[src/rtl/button_conditioner.sv]
// button_conditioner: 2-flop synchronizer plus per-button debounce FSM for the seven player
// buttons. Produces a debounced level and a one-cycle press pulse per button, and their OR.
// Optional hold-to-repeat on masked buttons is built only when BUTTON_AUTOREPEAT_EN is defined.
module button_conditioner #(
    parameter int unsigned DEBOUNCE_CYCLES = 2,
    parameter int unsigned HOLD_CYCLES     = 16,
    parameter int unsigned REPEAT_CYCLES   = 8,
    parameter logic [6:0]  REPEAT_MASK     = 7'h3C
) (
    input  logic       clk,
    input  logic       reset,
    input  logic [6:0] btn_raw,
    output logic [6:0] btn_level,
    output logic [6:0] btn_press,
    output logic       any_press
);

    localparam int unsigned MAX_DH  = (DEBOUNCE_CYCLES > HOLD_CYCLES) ? DEBOUNCE_CYCLES
                                                                      : HOLD_CYCLES;
    localparam int unsigned MAX_CYC = (MAX_DH > REPEAT_CYCLES) ? MAX_DH : REPEAT_CYCLES;
    localparam int unsigned CNT_W   = $clog2(MAX_CYC + 1);

    localparam logic [CNT_W-1:0] CNT_MAX = '1;
    localparam logic [CNT_W-1:0] CNT_ONE = CNT_W'(1);
    localparam logic [CNT_W-1:0] DEB_CNT = CNT_W'(DEBOUNCE_CYCLES);
`ifdef BUTTON_AUTOREPEAT_EN
    localparam logic [CNT_W-1:0] HOLD_CNT = CNT_W'(HOLD_CYCLES);
    localparam logic [CNT_W-1:0] REP_CNT  = CNT_W'(REPEAT_CYCLES);
`else
    // Mask only matters for the repeat build.
    logic unused_mask;
    assign unused_mask = ^REPEAT_MASK;
`endif

    typedef enum logic [1:0] {StIdle, StDebDn, StHeld, StDebUp} state_e;

    logic [6:0] sync1_q, sync2_q;

    // Two-flop synchronizer; the FSMs only ever look at sync2_q.
    always_ff @(posedge clk) begin
        if (!reset) begin
            sync1_q <= '0;
            sync2_q <= '0;
        end else begin
            sync1_q <= btn_raw;
            sync2_q <= sync1_q;
        end
    end

    for (genvar i = 0; i < 7; i++) begin : g_btn
        state_e           state_q;
        logic [CNT_W-1:0] cnt_q;
        logic [CNT_W-1:0] cnt_inc;
        logic             level_q;
        logic             press_q;
`ifdef BUTTON_AUTOREPEAT_EN
        // Set once the initial hold period has elapsed; cnt_q then times repeat intervals.
        logic             rep_q;
`endif

        assign cnt_inc = (cnt_q == CNT_MAX) ? cnt_q : cnt_q + CNT_ONE;

        // Debounce FSM with registered level and press outputs.
        always_ff @(posedge clk) begin
            if (!reset) begin
                state_q <= StIdle;
                cnt_q   <= '0;
                level_q <= 1'b0;
                press_q <= 1'b0;
`ifdef BUTTON_AUTOREPEAT_EN
                rep_q   <= 1'b0;
`endif
            end else begin
                press_q <= 1'b0;
                case (state_q)
                    StIdle: begin
                        if (sync2_q[i]) begin
                            state_q <= StDebDn;
                            cnt_q   <= CNT_ONE;
                        end
                    end
                    StDebDn: begin
                        if (!sync2_q[i]) begin
                            state_q <= StIdle;
                            cnt_q   <= '0;
                        end else if (cnt_q == DEB_CNT) begin
                            state_q <= StHeld;
                            cnt_q   <= '0;
                            press_q <= 1'b1;
                            level_q <= 1'b1;
`ifdef BUTTON_AUTOREPEAT_EN
                            rep_q   <= 1'b0;
`endif
                        end else begin
                            cnt_q <= cnt_inc;
                        end
                    end
                    StHeld: begin
                        if (!sync2_q[i]) begin
                            state_q <= StDebUp;
                            cnt_q   <= CNT_ONE;
                        end else begin
`ifdef BUTTON_AUTOREPEAT_EN
                            if (REPEAT_MASK[i] && !rep_q && cnt_inc == HOLD_CNT) begin
                                press_q <= 1'b1;
                                rep_q   <= 1'b1;
                                cnt_q   <= '0;
                            end else if (REPEAT_MASK[i] && rep_q && cnt_inc == REP_CNT) begin
                                press_q <= 1'b1;
                                cnt_q   <= '0;
                            end else begin
                                cnt_q <= cnt_inc;
                            end
`else
                            cnt_q <= cnt_inc;
`endif
                        end
                    end
                    StDebUp: begin
                        if (sync2_q[i]) begin
                            // Bounce back: no new pulse, and the hold period starts over.
                            state_q <= StHeld;
                            cnt_q   <= '0;
`ifdef BUTTON_AUTOREPEAT_EN
                            rep_q   <= 1'b0;
`endif
                        end else if (cnt_q == DEB_CNT) begin
                            state_q <= StIdle;
                            cnt_q   <= '0;
                            level_q <= 1'b0;
                        end else begin
                            cnt_q <= cnt_inc;
                        end
                    end
                    default: begin
                        state_q <= StIdle;
                        cnt_q   <= '0;
                        level_q <= 1'b0;
                    end
                endcase
            end
        end

        assign btn_level[i] = level_q;
        assign btn_press[i] = press_q;
    end

    assign any_press = |btn_press;

endmodule
[config.mk]
export PLATFORM = sky130hd
export DESIGN_NAME = button_conditioner
export DESIGN_NICKNAME = d
export VERILOG_FILES = /design/src/rtl/button_conditioner.sv
export SDC_FILE = /design/constraint.sdc
export NUM_CORES = 1
export LEC_CHECK = 0
export CAP_MARGIN = 20
export CORE_AREA = 2 2 107 109
export CTS_BUF_LIST = sky130_fd_sc_hd__clkbuf_8
export DETAILED_ROUTE_END_ITERATION = 10
export DIE_AREA = 0 0 109 111
export PLACE_DENSITY_LB_ADDON = 0.2
export SLEW_MARGIN = 40
export SYNTH_ARGS = -nofsm -noshare
export SYNTH_HDL_FRONTEND = slang
export SYNTH_SLANG_ARGS = --single-unit
[constraint.sdc]
create_clock -name clk -period 2.9 [get_ports clk]
set_input_delay 0.58 -clock clk [delete_from_list [all_inputs] [get_ports clk]]
set_output_delay 0.58 -clock clk [all_outputs]
set_load 0.05 [all_outputs]
* After elaboration in Yosys (flattened, before gate mapping) *
Index checks and enable logic that the tools add are counted.

storage, ports and cells
  flip-flop bits (word level) = 77
  latch bits = 0
  RAM bits = 0
  bits in read-only memories = 0
  output and inout bits = 15
  word-level logic and storage cells = 304
  memories kept = 0

cells by class
  $add $sub $neg = 7
  $mul = 0
  div/mod/pow operators = 0
  order comparisons = 0
  eq/ne operators = 91
  shift-type cells = 0
  muxes and demuxes = 140
  bitwise operators = 0
  reductions and logical operators = 36

operators with widths
  cell                 count
  $mux 5               42
  $pmux 5 s4           7
  $mux 2               42
  $ne 2x2->1 const B   42
  $pmux 2 s4           7
  $ne 3x3->1 const B   14
  $add 5x1->5 const B  7
  $eq 5x2->1 const B   7
  $eq 5x5->1 const B   7
  $mux 1               35
  $reduce_and 5->1     7
  $eq 2x2->1 const B   14
  $reduce_and 4->1     7
  $reduce_and 3->1     7
  $eq 2x1->1 const B   7
  $logic_not 2->1      7
  $pmux 1 s2           7
  $reduce_bool 2->1    7
  $reduce_or 7->1      1

* Longest topological paths before layout *
Gate-level depths: netlist of run 1.

  depth in word-level cells = 5
  depth in mapped cells = 6
  mapped depth without buffers = 6

* Least setup slack after synthesis of run 1 *
Ideal clock, no wire load.

  path type = input port to flip-flop
  from = input reset
  to = register g_btn[0].level_q
  arrival time = 1.350 ns
  required time = 2.772 ns
  slack = 1.422 ns
  cell stages on the path = 4
  buffers on the path = 2
  cells stage by stage = inv_1 -> clkbuf_1 -> clkbuf_1 -> nor2_1

RTL lines
  element               line  text
  from (decl)           11    input logic reset,
  to (signal assigned)  68    level_q <= 1'b0;
  to (signal assigned)  90    level_q <= 1'b1;
  to (signal assigned)  130   level_q <= 1'b0;
  to (decl)             54    logic level_q;

No word-level cell between the ends.

* Worst setup path in the final report of run 1 *
  from = register g_btn[2].press_q
  to = output any_press

between the ends
  longest elaborated chain between the ends = 1

RTL lines
  element                 line  text
  from (decl)             55    logic press_q;
  from (signal assigned)  69    press_q <= 1'b0;
  from (signal assigned)  74    press_q <= 1'b0;
  from (signal assigned)  89    press_q <= 1'b1;
  $reduce_or 7->1         148   assign any_press = |btn_press;
  to (decl)               15    output logic any_press

No other way between the ends.

==> summary.md, run 1 <==
| Metric | Value |
|---|---|
| Vias in the first global route | 3159 |
| # placed instances | about 630 |
| Syn nets | between 500 and 600 |
| Area added between synthesis and finish | 10.67% |
| First-pass GRT wire length | 14.84 mm |
| Worst R2R Path Depth | 6 |
| DP HPWL | 5.936 mm |
| 1st-iter DRT viols | 209 |
| Synth Flop Type | dfxtp_1 |
| Routed vias | around 3400 |
| GRT overflow | 0 |
| Shortest period the worst path allows | 2.449 ns |
| EDFF count, synth | 0 |
| Commonest non-fill, non-tap cells in the layout | dfxtp_1 (77), nand2_1 (54), o21ai_0 (31) |
| Postcts setup bufs | 0 |
| Largest net degree at the start of global routing | 26 |
| Yosys warning count | 0 |
| Number of distinct library cells after synthesis | 53 |
| Share of layout cells above drive strength 1 | 7.171% |
| Setup crit start kind | flip-flop |
| Row count | 39 |
| GRT Util Overall | between 15 and 20% |
| CTS tree | yes |
| Top-area cell type share of the netlist area | 36.73% |
| Register area share after synthesis | 36.73% |
| Flops & latches, synth | 77 |
| Crit-path slowest cell | clkdlybuf4s50_1 |
| CP Class | reg -> out |
| CTS Hold Bufs | 0 |
| CTS Buffer Depth | 2 |
| Yosys top cell by area | dfxtp_1 |
| Top post-synthesis cells by area | dfxtp_1 (37%), nand2_1 (4.8%), ha_1 (4.2%), o21ai_0 (3.7%), nor4b_4 (3.4%) |
| I/O Pins | 24 |
| Outcome | completed |
| Post-synthesis async set-or-reset flop share | 0% |
| # Max-Cap Violations | 0 |
| Die area | 12100 um^2 |
| Critical Path End Type | primary output |
| Core Region | around 11000 um^2 |
| PostCTS Resize Cnt | 0 |
| Fmax | 408.3 MHz |
| Gate Count Post-Synth | 503 |
| GP Congestion | 0.8029 |
| Antenna Cells | 0 |
| Finished Cell Area | 4644 um^2 |
| Final WL | 8.448 mm |
| Skew final | 0.007611 ns |
| Clk Latency, worst-skew pair | 0.35 ns |
| Fin. Hold Viols | 0 |
| HP Class | reg -> reg |
| Height of the die | about 110 um |
| Die width | 109 um |
| Critical path, cell by cell | nor4_1 > nand2_1 > clkdlybuf4s50_1 |
| Slew at the pin closest to its max-slew limit | 0.5776 ns |
| Count of input and output buffers | 23 |
| Setup-failing EPs final | 0 |
| Hold depth | 1 |
| RSZ-0062 raised after global routing | false |
| Nets | 520 |
| Antenna-violating nets left | 0 |
| Initial antenna violation count | 0 |
| Total power | 0.002310 W |
| Remaining DRCs | 0 |
| Commonest non-fill, non-tap cell in the layout | dfxtp_1 |
| Leakage | about 1.7 nW |
| Cell family with most CP delay | buffers and inverters |
| Initial core utilization | between 30% and 40% |
| Buffers plus inverters on the worst setup path | 1 |
| Max-slew headroom | 61.37% |
| TritonCTS Sinks | a little under 80 |
| Clk slew on worst S/H paths | around 0.080 ns |
| Setup tns final | 0 ns |
| Maximum VDD drop | 0.0001808 V |
| Max-slew violation count | 0 |
| Clk root buf | clkbuf_8 |
| Mean routed wirelength per cell | 13.10 um |
| Syn Area/Cell | 8.343 um^2 |
| Fin cells | about 650 |
| Tcrit/Tclk final | 84.46% |
| Worst EP arrival | approximately 1.9 ns |
| # H-tree levels | 3 |
| Crit path largest cell delay | 0.71 ns |
| Post-synthesis cell area | 4197 um^2 |
| Vias/cell | 5.245 |
| Crit path max fanout | 2 |
| Inserted Clock Buffers | 9 |
| Critical path required time | 2.32 ns |
| Power Dens Cells | 497.4 nW/um^2 |
| Drt first pass iters | 4 |
| Area after DPL | 4387 um^2 |
| CP Depth | 3 |
[worst paths after layout]
kind,from,endpoint,slack (ns)
max,g_btn[2].press_q,any_press,0.45
min,sync1_q[2],sync2_q[2],0.44
max reg2reg,g_btn[3].cnt_q[0],g_btn[3].cnt_q[4],1.20
min reg2reg,sync1_q[2],sync2_q[2],0.44
[per-layer routing]
layer / global-route usage [%] / up-vias / part of all wire, %
met5: 0 / - / 0
met2: 21.86 / 40 / 44
met4: 6.581 / 0 / 1.7
li1: - / 1761 / -
met3: 3.586 / 8 / 3.5
met1: 21.17 / 1574 / 51
[through the flow]
stage | hold WS, ns | setup slack, ns | util, %
after global placement | 0.4169 | 0.6061 | 39.60
after floorplan | 0.4119 | 1.422 | -
after CTS | 0.4387 | 0.3377 | 41.93
after detailed placement | 0.4186 | 0.5883 | 39.60
after global routing | 0.4485 | 0.3442 | 41.93
final | 0.4356 | 0.4507 | 41.93
[worst register-to-register path, cell delays in order, from the launching register on]
cell       delay (ns)
dfxtp_1          0.35
inv_1            0.11
ha_1             0.17
nor4b_4          0.46
nor2_1           0.08
a221oi_1         0.29
a2111oi_0        0.10
[cell type report]
| class | instances | area [um^2] |
|---|---|---|
| inverter | 29 | 108.9 |
| timing repair buffer | 28 | 267.8 |
| fill | 1098 | 6432 |
| tap | 143 | 178.9 |
| clock buffer | 11 | 151.4 |
| clock inverter | 5 | 106.4 |
| multi-input combinational | 352 | 2290 |
| sequential | 77 | 1541 |
[cell usage after synthesis, types with 5 or more instances]
cell type	number
a2111oi_0	5
a211oi_1	7
a21o_1	6
a21oi_1	23
a2bb2oi_1	5
a31oi_1	11
and2_1	21
and3_1	6
buf_2	16
buf_4	16
clkbuf_1	11
dfxtp_1	77
ha_1	14
inv_1	29
nand2_1	54
nand2b_1	8
nand3_1	28
nand3b_1	9
nand4_1	8
nor2_1	27
nor2b_1	5
nor3_1	17
nor4b_4	6
o21ai_0	31
o22ai_1	7
xnor2_1	12
xor2_1	5
[where the power goes]
group | internal (W) | switching, W
Combinational | 0.0000708 | 0.0000963
Clock | 0.000620 | 0.000408
Sequential | 0.00108 | 0.0000317
[cells by family (layout without fill, tap and decap cells)]
| family | count (synthesis) | in the layout | synth area share (%) |
|---|---|---|---|
| and+or+nand+nor | 202 | 202 | 27.67 |
| AOI/OAI and AO/OA | 118 | 118 | 18.93 |
| DFF | 77 | 77 | 36.73 |
| buffers and inverters | 74 | 73 | 8.706 |
| xor gates and xnor gates | 17 | 17 | 3.548 |
| adders and majority gates | 14 | 14 | 4.174 |
| muxes | 1 | 1 | 0.2385 |
[flip-flops by register name (all words and copies together), names as in the netlist, named ones only]
register and cells:
sync2_q 7, g_btn.level_q 7, g_btn.state_q 7, sync1_q 7, g_btn.press_q 7, g_btn.cnt_q 35
No activity file was read; power rests on OpenSTA's default activity.
==> inputs of run 2 (changes only) <==
==> constraint.sdc (replaced) <==
create_clock -name clk -period 2.1 [get_ports clk]
set_input_delay 0.42 -clock clk [delete_from_list [all_inputs] [get_ports clk]]
set_output_delay 0.42 -clock clk [all_outputs]
set_load 0.05 [all_outputs]
==> summary.md, run 2 (same netlist as run 1, synthesis figures left out) <==
| Metric | Value |
|---|---|
| Crit-path slowest cell | clkdlybuf4s50_1 |
| Vias/cell | 5.317 (+1.4%) |
| Inserted Clock Buffers | 9 (unchanged) |
| Crit path largest cell delay | 0.84 ns (+0.13 ns) |
| Outcome | completed |
| CP Launch Point | g_btn[6].level_q |
| Filler Cells Inserted | 1116 (+1.6%) |
| Final worst slack | 0.1072 ns (-0.3435 ns) |
| CP Class | reg -> out |
| Clk root buf | clkbuf_8 |
| Commonest non-fill, non-tap cell in the layout | dfxtp_1 |
| Mean routed wirelength per cell | 13.15 um (+0.36%) |
| Cell family with most CP delay | buffers and inverters |
| Slew at the pin closest to its max-slew limit | 0.5311 ns (-0.04650 ns) |
| Setup crit start kind | flip-flop |
| HP Class | reg -> reg |
| Die area | 12100 um^2 (unchanged) |
| Worst EP arrival | 1.57 ns (-0.30 ns) |
| Fmax | around 500 MHz |
| Commonest non-fill, non-tap cells in the layout | dfxtp_1 (77), nand2_1 (54), o21ai_0 (31) |
| Antenna Cells | 0 (unchanged) |
| Sw Pwr | 0.0007351 W (+37%) |
| First-pass GRT wire length | 14.43 mm (-2.7%) |
| Biggest register | g_btn.cnt_q |
| Number of flip-flops in the largest register | 35 (unchanged) |
| Initial antenna violation count | 0 (unchanged) |
| Die width | 109 um (unchanged) |
| Max-slew violation count | 0 (unchanged) |
| Combinational share of power | 8.1% (+0.9 points) |
| Share of layout cells above drive strength 1 | 7.738% (+0.57 points) |
| # Max-Cap Violations | 0 (unchanged) |
| I/O Pins | 24 (unchanged) |
| Critical R2R Capture | g_btn[3].press_q |
| Max-slew headroom | 64.48% (+3.1 points) |
| DP HPWL | 5.924 mm (-0.20%) |
| Clk Latency, worst-skew pair | 0.36 ns (about the same) |
| Core Region | 11080 um^2 (unchanged) |
| Setup tns final | 0 ns (unchanged) |
| Fin cells | 647 (+0.31%) |
| Critical path required time | 1.68 ns (-0.64 ns) |
| Power Dens Cells | 631.3 nW/um^2 (+27%) |
| Vias in the first global route | 3143 (-0.51%) |
| Drt first pass iters | 4 (unchanged) |
| # placed instances | 631 (+0.32%) |
| Total power | 0.002911 W (+26%) |
| Nets | 522 (+0.38%) |
| Flop2flop setup slack | 0.42 ns (-0.78 ns) |
| Sequential share of power | 52.9% (+4.7 points) |
| Worst r2r src | g_btn[3].cnt_q[0] |
| Largest net degree at the start of global routing | 47 (+81%) |
| GRT Util Overall | 14.68% (-0.42 points) |
| Antenna-violating nets left | 0 (unchanged) |
| CTS tree | yes |
| Final WL | 8.505 mm (+0.67%) |
| CTS Hold Bufs | 0 (unchanged) |
| Area added between synthesis and finish | 9.899% |
| Skew final | 0.007915 ns (+0.0003037 ns) |
| Area after DPL | 4412 um^2 (+0.57%) |
| GRT overflow | 0 (unchanged) |
| Initial core utilization | 37.89% (unchanged) |
| Crit path max fanout | 3 (+1) |
| Postcts setup bufs | 0 (unchanged) |
| # H-tree levels | 3 (unchanged) |
| Finished Cell Area | 4612 um^2 (-0.70%) |
| Fin. Hold Viols | 0 (unchanged) |
| RSZ-0062 raised after global routing | false |
| Leakage | 1.686 nW (-0.15%) |
| CTS Buffer Depth | 2 (unchanged) |
| Worst R2R Path Depth | 5 (-1) |
| Buffers plus inverters on the worst setup path | 1 (unchanged) |
| Setup-failing EPs final | 0 (unchanged) |
| Clock power frac | 39.0% (-5.5 points) |
| Height of the die | 111 um (unchanged) |
| Critical path, cell by cell | clkdlybuf4s50_1 |
| CP Depth | 1 (-2) |
| Remaining DRCs | 0 (unchanged) |
| Count of input and output buffers | 23 (unchanged) |
| Row count | 39 (unchanged) |
| 1st-iter DRT viols | 98 (-53%) |
| PostCTS Resize Cnt | 0 (unchanged) |
| Clk slew on worst S/H paths | 0.08 ns (about the same) |
| CP Capture Point | btn_level[6] |
| DP Worst Slack | 0.1093 ns (-0.4790 ns) |
| TritonCTS Sinks | 77 (unchanged) |
| Maximum VDD drop | 0.0003487 V (+93%) |
| Critical Path End Type | primary output |
| Routed vias | 3440 (+1.7%) |
| Cell internal pwr | 0.002176 W (+23%) |
| Net Sw Frac | 25.25% (+2.0 points) |
| GP Congestion | 0.8062 (+0.41%) |
| Shortest period the worst path allows | approximately 2 ns |
| Tcrit/Tclk final | 94.89% |
[run 2: cell count changes in the layout (fill, tap and decap cells not counted), sizes merged]
cell	before	now
clkbuf	11	10
buf	5	8
bufinv	3	1
clkinvlp	1	0
clkdlybuf4s50	23	22
clkinv	1	5
[run 2: per-layer routing]
layer / track usage (%) / vias up / part of all wire [%]
li1: - / 1762 / -
met1: 19.53 / 1612 / 49
met2: 22.19 / 55 / 46
met3: 4.644 / 11 / 4.1
met4: 5.214 / 0 / 1.5
met5: 0 / - / 0
[run 2: area by class of cell]
type | instances | area, um^2 | share of cell area [%]
sequential | 77 | 1541 | 33.42
clock inverter | 6 | 62.56 | 1.356
multi-input combinational | 352 | 2290 | 49.65
tap | 143 | 178.9 | 3.880
inverter | 29 | 108.9 | 2.360
clock buffer | 10 | 137.6 | 2.984
timing repair buffer | 30 | 292.8 | 6.348
[run 2: power by group through the flow]
stage	registers, W	clock network, W	logic (W)
after floorplan	0.00155	0	0.000203
final	0.00154	0.00114	0.000236
after CTS	0.00154	0.00119	0.000239
after detailed placement	0.00157	0	0.000238
after global placement	0.00157	0	0.000235
after global routing	0.00155	0.00124	0.000259
[run 2: through the flow]
step                      util [%]  hold WS [ns]
after floorplan                  -        0.4119
after global placement       39.83        0.4161
after detailed placement     39.83        0.4169
after global routing         41.64        0.4576
final                        41.64        0.4352
after CTS                    41.64        0.4368
[run 2: how the worst min path moves through the flow]
stage,depth (start not counted),end,start,slack [ns]
after floorplan,1,sync2_q[0],sync1_q[0],0.41
after global placement,1,sync2_q[1],sync1_q[1],0.42
after detailed placement,1,sync2_q[6],sync1_q[6],0.42
after CTS,1,sync2_q[6],sync1_q[6],0.44
after global routing,1,sync2_q[6],sync1_q[6],0.46
final,1,sync2_q[6],sync1_q[6],0.44
